### config.mk
export PLATFORM = sky130hd
export DESIGN_NAME = riscv_checkpoint_monitor
export DESIGN_NICKNAME = d
export VERILOG_FILES = /design/src/rtl/riscv_checkpoint_monitor.sv
export SDC_FILE = /design/constraint.sdc
export NUM_CORES = 2
export LEC_CHECK = 0
export ABC_CLOCK_PERIOD_IN_PS = 14470
export BUFFER_PORTS_ARGS = -buffer_cell sky130_fd_sc_hd__buf_4
export CORE_ASPECT_RATIO = 0.75
export CORE_MARGIN = 5
export CORE_UTILIZATION = 50
export CTS_CLUSTER_SIZE = 10
export DETAILED_ROUTE_END_ITERATION = 12
export HOLD_SLACK_MARGIN = 0.1
export PLACE_DENSITY = 0.66
export SLEW_MARGIN = 10
export SYNTH_ARGS = -nofsm -noshare
export SYNTH_HDL_FRONTEND = slang
export SYNTH_SLANG_ARGS = --single-unit
### constraint.sdc
create_clock -name CLK -period 14.47 [get_ports CLK]
set_input_delay 1.447 -clock CLK [delete_from_list [all_inputs] [get_ports CLK]]
set_output_delay 1.447 -clock CLK [all_outputs]
set_load 0.02 [all_outputs]
### src/rtl/riscv_checkpoint_monitor.sv
// Checkpoint monitor for RISCV_TOP: compares (NUM_INST, OUTPUT_PORT) against an
// ascending table of checkpoints and reports pass/fail, failing entry and run cycles.
module riscv_checkpoint_monitor #(
  parameter int NUM_TEST   = 40,
  parameter int IDXW       = 6,
  parameter int MAX_CYCLES = 1000000
) (
  input  logic            CLK,
  input  logic            RST,
  input  logic            TBL_WE,
  input  logic [IDXW-1:0] TBL_ADDR,
  input  logic [31:0]     TBL_NINST,
  input  logic [31:0]     TBL_ANS,
  input  logic            START,
  input  logic            CLEAR,
  input  logic [31:0]     NUM_INST,
  input  logic [31:0]     OUTPUT_PORT,
  input  logic            HALT,
  output logic            DONE,
  output logic            PASSED,
  output logic [1:0]      FAIL_CODE,
  output logic [IDXW-1:0] FAIL_IDX,
  output logic [31:0]     FAIL_GOT,
  output logic [IDXW-1:0] PASS_CNT,
  output logic [31:0]     CYCLE
);

  typedef enum logic [1:0] {
    ST_IDLE = 2'd0,
    ST_RUN  = 2'd1,
    ST_PASS = 2'd2,
    ST_FAIL = 2'd3
  } state_t;

  localparam logic [1:0]      FC_MISMATCH   = 2'd0;
  localparam logic [1:0]      FC_SKIPPED    = 2'd1;
  localparam logic [1:0]      FC_INCOMPLETE = 2'd2;
  localparam logic [1:0]      FC_TIMEOUT    = 2'd3;
  localparam logic [IDXW-1:0] NUM_TEST_W    = IDXW'(NUM_TEST);
  localparam logic [31:0]     TIMEOUT_AT    = 32'(MAX_CYCLES - 1);
  localparam int              TBL_DEPTH     = 1 << IDXW;

  // Table is sized to the full index space so PASS_CNT can address it directly.
  logic [31:0]     tbl_ninst_r [TBL_DEPTH];
  logic [31:0]     tbl_ans_r   [TBL_DEPTH];

  state_t          state_r;
  logic [IDXW-1:0] pass_cnt_r;
  logic [31:0]     cycle_r;
  logic [1:0]      fail_code_r;
  logic [IDXW-1:0] fail_idx_r;
  logic [31:0]     fail_got_r;
  logic            done_r;
  logic            passed_r;

  logic [31:0]     e_ninst_s;
  logic [31:0]     e_ans_s;
  logic            in_range_s;
  logic            hit_s;
  logic            skip_s;
  logic [IDXW-1:0] cnt_post_s;
  logic [31:0]     cycle_inc_s;
  logic            go_fail_s;
  logic            go_pass_s;
  logic [1:0]      fail_code_s;
  logic [IDXW-1:0] fail_idx_s;
  logic [31:0]     fail_got_s;

  assign e_ninst_s   = tbl_ninst_r[pass_cnt_r];
  assign e_ans_s     = tbl_ans_r[pass_cnt_r];
  assign in_range_s  = (pass_cnt_r < NUM_TEST_W);
  assign hit_s       = in_range_s && (NUM_INST == e_ninst_s);
  assign skip_s      = in_range_s && (NUM_INST > e_ninst_s);
  assign cnt_post_s  = (hit_s && (OUTPUT_PORT == e_ans_s)) ? pass_cnt_r + IDXW'(1) : pass_cnt_r;
  assign cycle_inc_s = (cycle_r == 32'hFFFF_FFFF) ? cycle_r : cycle_r + 32'd1;

  // Table load port, only accepted while idle.
  always_ff @(posedge CLK) begin
    if (TBL_WE && (state_r == ST_IDLE) && !RST) begin
      tbl_ninst_r[TBL_ADDR] <= TBL_NINST;
      tbl_ans_r[TBL_ADDR]   <= TBL_ANS;
    end
  end

  // RUN-state verdict, prioritised mismatch > skipped > halt > timeout.
  always_comb begin
    go_fail_s   = 1'b0;
    go_pass_s   = 1'b0;
    fail_code_s = FC_MISMATCH;
    fail_idx_s  = pass_cnt_r;
    fail_got_s  = OUTPUT_PORT;
    if (hit_s && (OUTPUT_PORT != e_ans_s)) begin
      go_fail_s = 1'b1;
    end else if (skip_s) begin
      go_fail_s   = 1'b1;
      fail_code_s = FC_SKIPPED;
      fail_got_s  = NUM_INST;
    end else if (HALT) begin
      if (cnt_post_s == NUM_TEST_W) begin
        go_pass_s = 1'b1;
      end else begin
        go_fail_s   = 1'b1;
        fail_code_s = FC_INCOMPLETE;
        fail_idx_s  = cnt_post_s;
      end
    end else if (!hit_s && (cycle_r == TIMEOUT_AT)) begin
      go_fail_s   = 1'b1;
      fail_code_s = FC_TIMEOUT;
    end else begin
      go_fail_s = 1'b0;
    end
  end

  // Monitor FSM with registered status outputs.
  always_ff @(posedge CLK or posedge RST) begin
    if (RST) begin
      state_r     <= ST_IDLE;
      pass_cnt_r  <= '0;
      cycle_r     <= 32'd0;
      fail_code_r <= 2'd0;
      fail_idx_r  <= '0;
      fail_got_r  <= 32'd0;
      done_r      <= 1'b0;
      passed_r    <= 1'b0;
    end else if (CLEAR) begin
      state_r     <= ST_IDLE;
      pass_cnt_r  <= '0;
      cycle_r     <= 32'd0;
      fail_code_r <= 2'd0;
      fail_idx_r  <= '0;
      fail_got_r  <= 32'd0;
      done_r      <= 1'b0;
      passed_r    <= 1'b0;
    end else begin
      case (state_r)
        ST_IDLE: begin
          if (START) begin
            state_r     <= ST_RUN;
            pass_cnt_r  <= '0;
            cycle_r     <= 32'd0;
            fail_code_r <= 2'd0;
            fail_idx_r  <= '0;
            fail_got_r  <= 32'd0;
            done_r      <= 1'b0;
            passed_r    <= 1'b0;
          end
        end
        ST_RUN: begin
          cycle_r    <= cycle_inc_s;
          pass_cnt_r <= cnt_post_s;
          if (go_fail_s) begin
            state_r     <= ST_FAIL;
            fail_code_r <= fail_code_s;
            fail_idx_r  <= fail_idx_s;
            fail_got_r  <= fail_got_s;
            done_r      <= 1'b1;
          end else if (go_pass_s) begin
            state_r  <= ST_PASS;
            done_r   <= 1'b1;
            passed_r <= 1'b1;
          end
        end
        ST_PASS, ST_FAIL: begin
          state_r <= state_r;
        end
        default: begin
          state_r <= ST_IDLE;
        end
      endcase
    end
  end

  assign DONE      = done_r;
  assign PASSED    = passed_r;
  assign FAIL_CODE = fail_code_r;
  assign FAIL_IDX  = fail_idx_r;
  assign FAIL_GOT  = fail_got_r;
  assign PASS_CNT  = pass_cnt_r;
  assign CYCLE     = cycle_r;

endmodule

After elaboration in Yosys (flattened, before gate mapping)
Memory sizes are Yosys's and may differ from the RTL's.
Index checks and enable logic that the tools add are counted.
- output and inout bits: 80
- memories kept: 2
- register bits after elaboration: 82
- RAM bits: 4096
- word-level logic and storage cells: 101
- bits of input ports: 140
- memory list (name ; words ; width ; read ports ; clocked after memory_dff ; write ports ; line ; source):
    tbl_ans_r ; 64 ; 32 ; 1 ; 0 ; 1 ; 45 ; logic [31:0] tbl_ans_r [TBL_DEPTH];
    tbl_ninst_r ; 64 ; 32 ; 1 ; 0 ; 1 ; 44 ; logic [31:0] tbl_ninst_r [TBL_DEPTH];
- muxes and demuxes: 53
- $add $sub $neg: 2
- equality and inequality tests: 16
- reduce and logical (&&, ||, !) cells: 18
- order comparisons: 2
- operators with widths (cell ; number):
    $mux 32 ; 7
    $pmux 32 s2 ; 2
    $eq 32x32->1 ; 2
    $mux 6 ; 9
    $add 32x1->32 const B ; 1
    $eq 32x20->1 const B ; 1
    $eq 32x32->1 const B ; 1
    $gt 32x32->1 ; 1
    $ne 32x32->1 ; 1
    $mux 2 ; 12
    $pmux 6 s2 ; 2
    $mux 1 ; 17
    $ne 3x3->1 const B ; 5
    $reduce_and 3->1 ; 4
    $pmux 2 s2 ; 2
    $logic_and 1x1->1 ; 7
    $add 6x1->6 const B ; 1
    $eq 6x6->1 const B ; 1
    $lt 6x6->1 const B ; 1
    $eq 2x2->1 const B ; 2
    $ne 4x4->1 const B ; 1
    $pmux 1 s2 ; 2
    $reduce_and 4->1 ; 1
    $reduce_bool 3->1 ; 1
    6 further kinds ; 7

Longest topological paths before layout
An unclocked memory read counts as a cell.
- depth after elaboration: 14
- depth in mapped cells: 33
- gate-level depth less buffers: 20

Least setup slack after synthesis
Ideal clock, no wire load.
- kind: input to register
- from: input RST
- to: memory tbl_ans_r[30][0], enable pin
- required time: 13.983 ns
- library setup time: 0.487 ns
- buffers on the path: 0
- slack: 7.389 ns
- stages: 4
- data arrival time: 6.595 ns
- path through: inv_1 -> and4b_1 -> nand3_1 -> nor2_1
- word-level cells in the longest chain between the ends: 4
- RTL lines (what ; line ; source):
    from (decl) ; 9 ; input logic RST,
    $logic_not 1->1 (no line) ; n/a ;
    $logic_and 1x1->1 ; 79 ; if (TBL_WE && (state_r == ST_IDLE) && !RST) begin
    $mux 1 ; 79 ;
    $mux 1 (not written as such) ; 81 ; tbl_ans_r[TBL_ADDR] <= TBL_ANS;
    to (decl) ; 45 ;
No other way between the ends.

Worst setup path after layout
- from: register pass_cnt_r[1], in the netlist PASS_CNT[1]
- to: register fail_got_r[4], in the netlist FAIL_GOT[4]
- word-level cells in the longest chain between the ends: 12
- elaborated cells between the ends (all ways): 28
- those cells by class: add/sub (1); order compare (2); eq/ne (5); mux (11); reduce/logical (7); memory (2)
- RTL lines (what ; line ; source):
    from (decl) ; 48 ; logic [IDXW-1:0] pass_cnt_r;
    from (signal assigned) ; 150 ; pass_cnt_r <= cnt_post_s;
    $mem_v2 64x32 ; n/a ;
    $eq 32x32->1 ; 72 ; assign hit_s = in_range_s && (NUM_INST == e_ninst_s);
    $logic_and 1x1->1 ; 72 ;
    $logic_and 1x1->1 ; 74 ; assign cnt_post_s = (hit_s && (OUTPUT_PORT == e_ans_s)) ? pass_cnt_r + IDXW'(1) : pass_cnt_r;
    $mux 6 ; 74 ;
    $eq 6x6->1 ; 99 ; if (cnt_post_s == NUM_TEST_W) begin
    $mux 1 ; 99 ;
    $mux 1 ; 98 ; end else if (HALT) begin
    $mux 1 ; 94 ; end else if (skip_s) begin
    $mux 1 ; 92 ; if (hit_s && (OUTPUT_PORT != e_ans_s)) begin
    $ne 3x3->1 (no line) ; n/a ;
    $reduce_and 3->1 (no line) ; n/a ;
    to (signal assigned) ; 155 ; fail_got_r <= fail_got_s;
    to (decl) ; 52 ; logic [31:0] fail_got_r;
Parallel ways exist; a longest one is shown, timed or not. The select of a mux whose other input is x is not followed.
A chain may end at the register's enable or synchronous reset.

==> flow_summary.json <==
{
  "status": "completed",
  "synthMuxAreaShare_pct": 16.0,
  "cp.arrival_ps": 9270,
  "gp_congestion": 0.872,
  "dpl_cell_area_sq_um": 170000,
  "fin_crit_sh_pct": 58.0,
  "die-area_sq_um": 337000,
  "hold_start": "DONE",
  "regToRegEndpoint": "FAIL_GOT[4]",
  "grt_overflow": 0,
  "rr_startpoint": "PASS_CNT[1]",
  "placed_cells": 12100,
  "synth_edf_count": 4096,
  "vias": 87300,
  "antenna_found_initial": 48,
  "vias_per_cell": 6.91,
  "path_clk_slew_ps": 60,
  "ctsHoldBuffers": 0,
  "synth_area_sq_um": 163000,
  "hpwl_mm": 281,
  "syn_avg_cell_area_sq_um": 21.0,
  "fin_cells": 12600,
  "synth_most_common_cell": "edfxtp_1",
  "clock.fmax_mhz": 119,
  "grt_pass1_wl_mm": 697,
  "nFillCells": 23800,
  "antenna_left": 0,
  "r2r_setup_slack_ps": 6080,
  "fin_crit_ps": 8390,
  "max_slew.worst_pin.slew_ps": 1350,
  "cp-end-kind": "register",
  "power_density_nw_per_um2": 131,
  "hold_path.class": "reg2reg",
  "routed_wl_mm": 513,
  "clock_latency_ps": 980,
  "grt_usage_pct": 30.0,
  "drt_iter0_drc": 14600,
  "syn2layout_area_growth_pct": 12.2,
  "synth_top_family_by_area": "multiplexers",
  "fp.dieH_um": 504,
  "root_buffer": "clkbuf_16",
  "clockBufferDepth": 4,
  "post_cts_resized": 0,
  "nets": 8394,
  "wl_per_cell_um": 40.6,
  "final_util_pct": 56.3,
  "hold_violations": 0,
  "relSlewSlack_pct": 9.80,
  "hold-path-endpoint": "DONE",
  "whs_path_depth": 2,
  "rr_worst_depth": 19,
  "irDropWorstVdd_v": 0.000105,
  "startpoint_type": "register",
  "synth-main-ff-cell": "edfxtp_1",
  "drv_cap": 0,
  "setup_viol": 0,
  "postCtsSetupBuffers": 0,
  "synth_cells": 7735,
  "synth_simple_gate_area_share_pct": 1.99,
  "core.rowCount": 181,
  "syn_nets": 7909,
  "layout-drive-gt1-share_pct": 23.5,
  "synth_common_cells": "edfxtp_1 (4,096), mux4_2 (812), mux2i_1 (691), a22oi_1 (247), clkbuf_1 (210)",
  "ys_async_sr_fraction_pct": 1.96,
  "yosys.area.top_type": "edfxtp_1",
  "drc": 0,
  "fin_tns_setup_ps": 0,
  "synth_compound_area_share_pct": 2.94,
  "grt_pass1_vias": 83700,
  "drtPass1Iterations": 6,
  "rsz0062_at_grt": "false",
  "netlist_top_cells_area": "edfxtp_1 (76%), mux4_2 (11%), mux2i_1 (4.2%), dfrtp_1 (1.3%), a22oi_1 (1.1%)",
  "synth_xor_xnor_area_share_pct": 0.457,
  "ys_ff_latch": 4178,
  "pin_count": 220,
  "synthAdderAreaFrac_pct": 0.261,
  "fp.dieW_um": 669,
  "final_area_sq_um": 183000,
  "fin_worst_skew_ps": 68.0,
  "cts_buffers": 463,
  "io_buffers": 219,
  "synth_cell_types": 73,
  "path_class": "reg2reg",
  "cp_max_fo": 113,
  "initial_utilization_pct": 50.2,
  "cts_sinks": 4178,
  "p_leak_nw": 54.9,
  "grt_max_degree": 139,
  "core_sq_um": 324000,
  "h-tree-depth": 5,
  "cts_tree": "done",
  "synth_top_area_share_pct": 75.6,
  "yosysWarningCount": 0,
  "critPathRequiredTime_ps": 15350,
  "ys_seq_area_share_pct": 76.8,
  "slew_violations": 0
}
## state kept, by name (all words and copies together), names as in the netlist
name and count:
tbl_ans_r 2048, tbl_ninst_r 2048, state_r 2, DONE 1, FAIL_IDX 6, PASS_CNT 6, PASSED 1, FAIL_CODE 2
FAIL_GOT 32, CYCLE 32
## metrics by stage
step / hold WS, ps / total power [W] / setup slack (ps)
CTS: 526 / 0.0240 / 6320
floorplan: 541 / 0.0137 / 7390
finish: 526 / 0.0239 / 6080
global placement: 510 / 0.0139 / 6410
detailed placement: 507 / 0.0140 / 6400
global route: 548 / 0.0245 / 5920
## report_power, final
group          switching, W  internal, W  leakage, nW
sequential        0.0000135       0.0133         37.9
clock               0.00439      0.00578         6.02
combinational      0.000317    0.0000680         11.0
## cells in the final DEF (no fill, tap or decap), drive strengths merged, types with 40 or more instances in the layout
| cell | n |
|---|---|
| a21oi | 93 |
| a22oi | 247 |
| buf | 457 |
| clkbuf | 544 |
| dfrtp | 82 |
| edfxtp | 4096 |
| inv | 60 |
| mux2 | 79 |
| mux2i | 691 |
| mux4 | 812 |
| nand2 | 156 |
| nand3 | 162 |
| nor2 | 140 |
| nor3 | 48 |
| o21ai | 92 |
| o22ai | 100 |
| xnor2 | 40 |
| xor2 | 45 |
## logic make-up (layout without fill, tap and decap cells)
logic type	Yosys count	count (layout)
flops	4178	4178
mux	1582	1582
compound gates	699	699
simple gates	667	667
buf+inv	490	1075
xor+xnor	85	85
fa+ha+maj	34	34
other cells	0	14
## worst max-delay path by stage
stage | start | to | slack, ps | cells past startpoint
final | PASS_CNT[1] | FAIL_GOT[4] | 6080 | 19
after global routing | PASS_CNT[0] | FAIL_IDX[3] | 5920 | 16
after CTS | PASS_CNT[1] | FAIL_IDX[3] | 6320 | 18
after detailed placement | PASS_CNT[1] | FAIL_IDX[3] | 6400 | 18
after global placement | PASS_CNT[1] | FAIL_IDX[3] | 6410 | 18
after floorplan | RST | tbl_ans_r[30][0] | 7390 | 4
## worst max-delay path, stage by stage (launching register included)
cell	delay (ps)
dfrtp_4	740
buf_12	550
buf_12	550
buf_4	770
mux4_2	430
mux4_2	460
nand2_1	70
nand3_1	160
o221ai_1	180
ha_1	200
nand4_1	200
nor4_1	600
o21ai_0	200
nor2_1	190
a21o_2	790
or3_4	290
o31a_2	370
buf_4	580
nand3_1	170
o21ai_1	140
## metal layers
layer	global-route usage (%)	share of wire (%)
met5	0	0.033
met4	14.0	5.6
met3	7.90	13
met2	43.0	44
met1	43.2	37
## final cells by class
class	instances	area, sq um	share of cell area [%]
Antenna cell	14	35.0	0.0192
Clock buffer	544	12100	6.61
Clock inverter	21	285	0.156
Inverter	53	204	0.112
Multi-Input combinational cell	3067	35900	19.7
Sequential cell	4178	125000	68.5
Tap cell	4300	5380	2.95
Timing Repair Buffer	457	3640	2.00
Power figures use the tool's default switching activity.
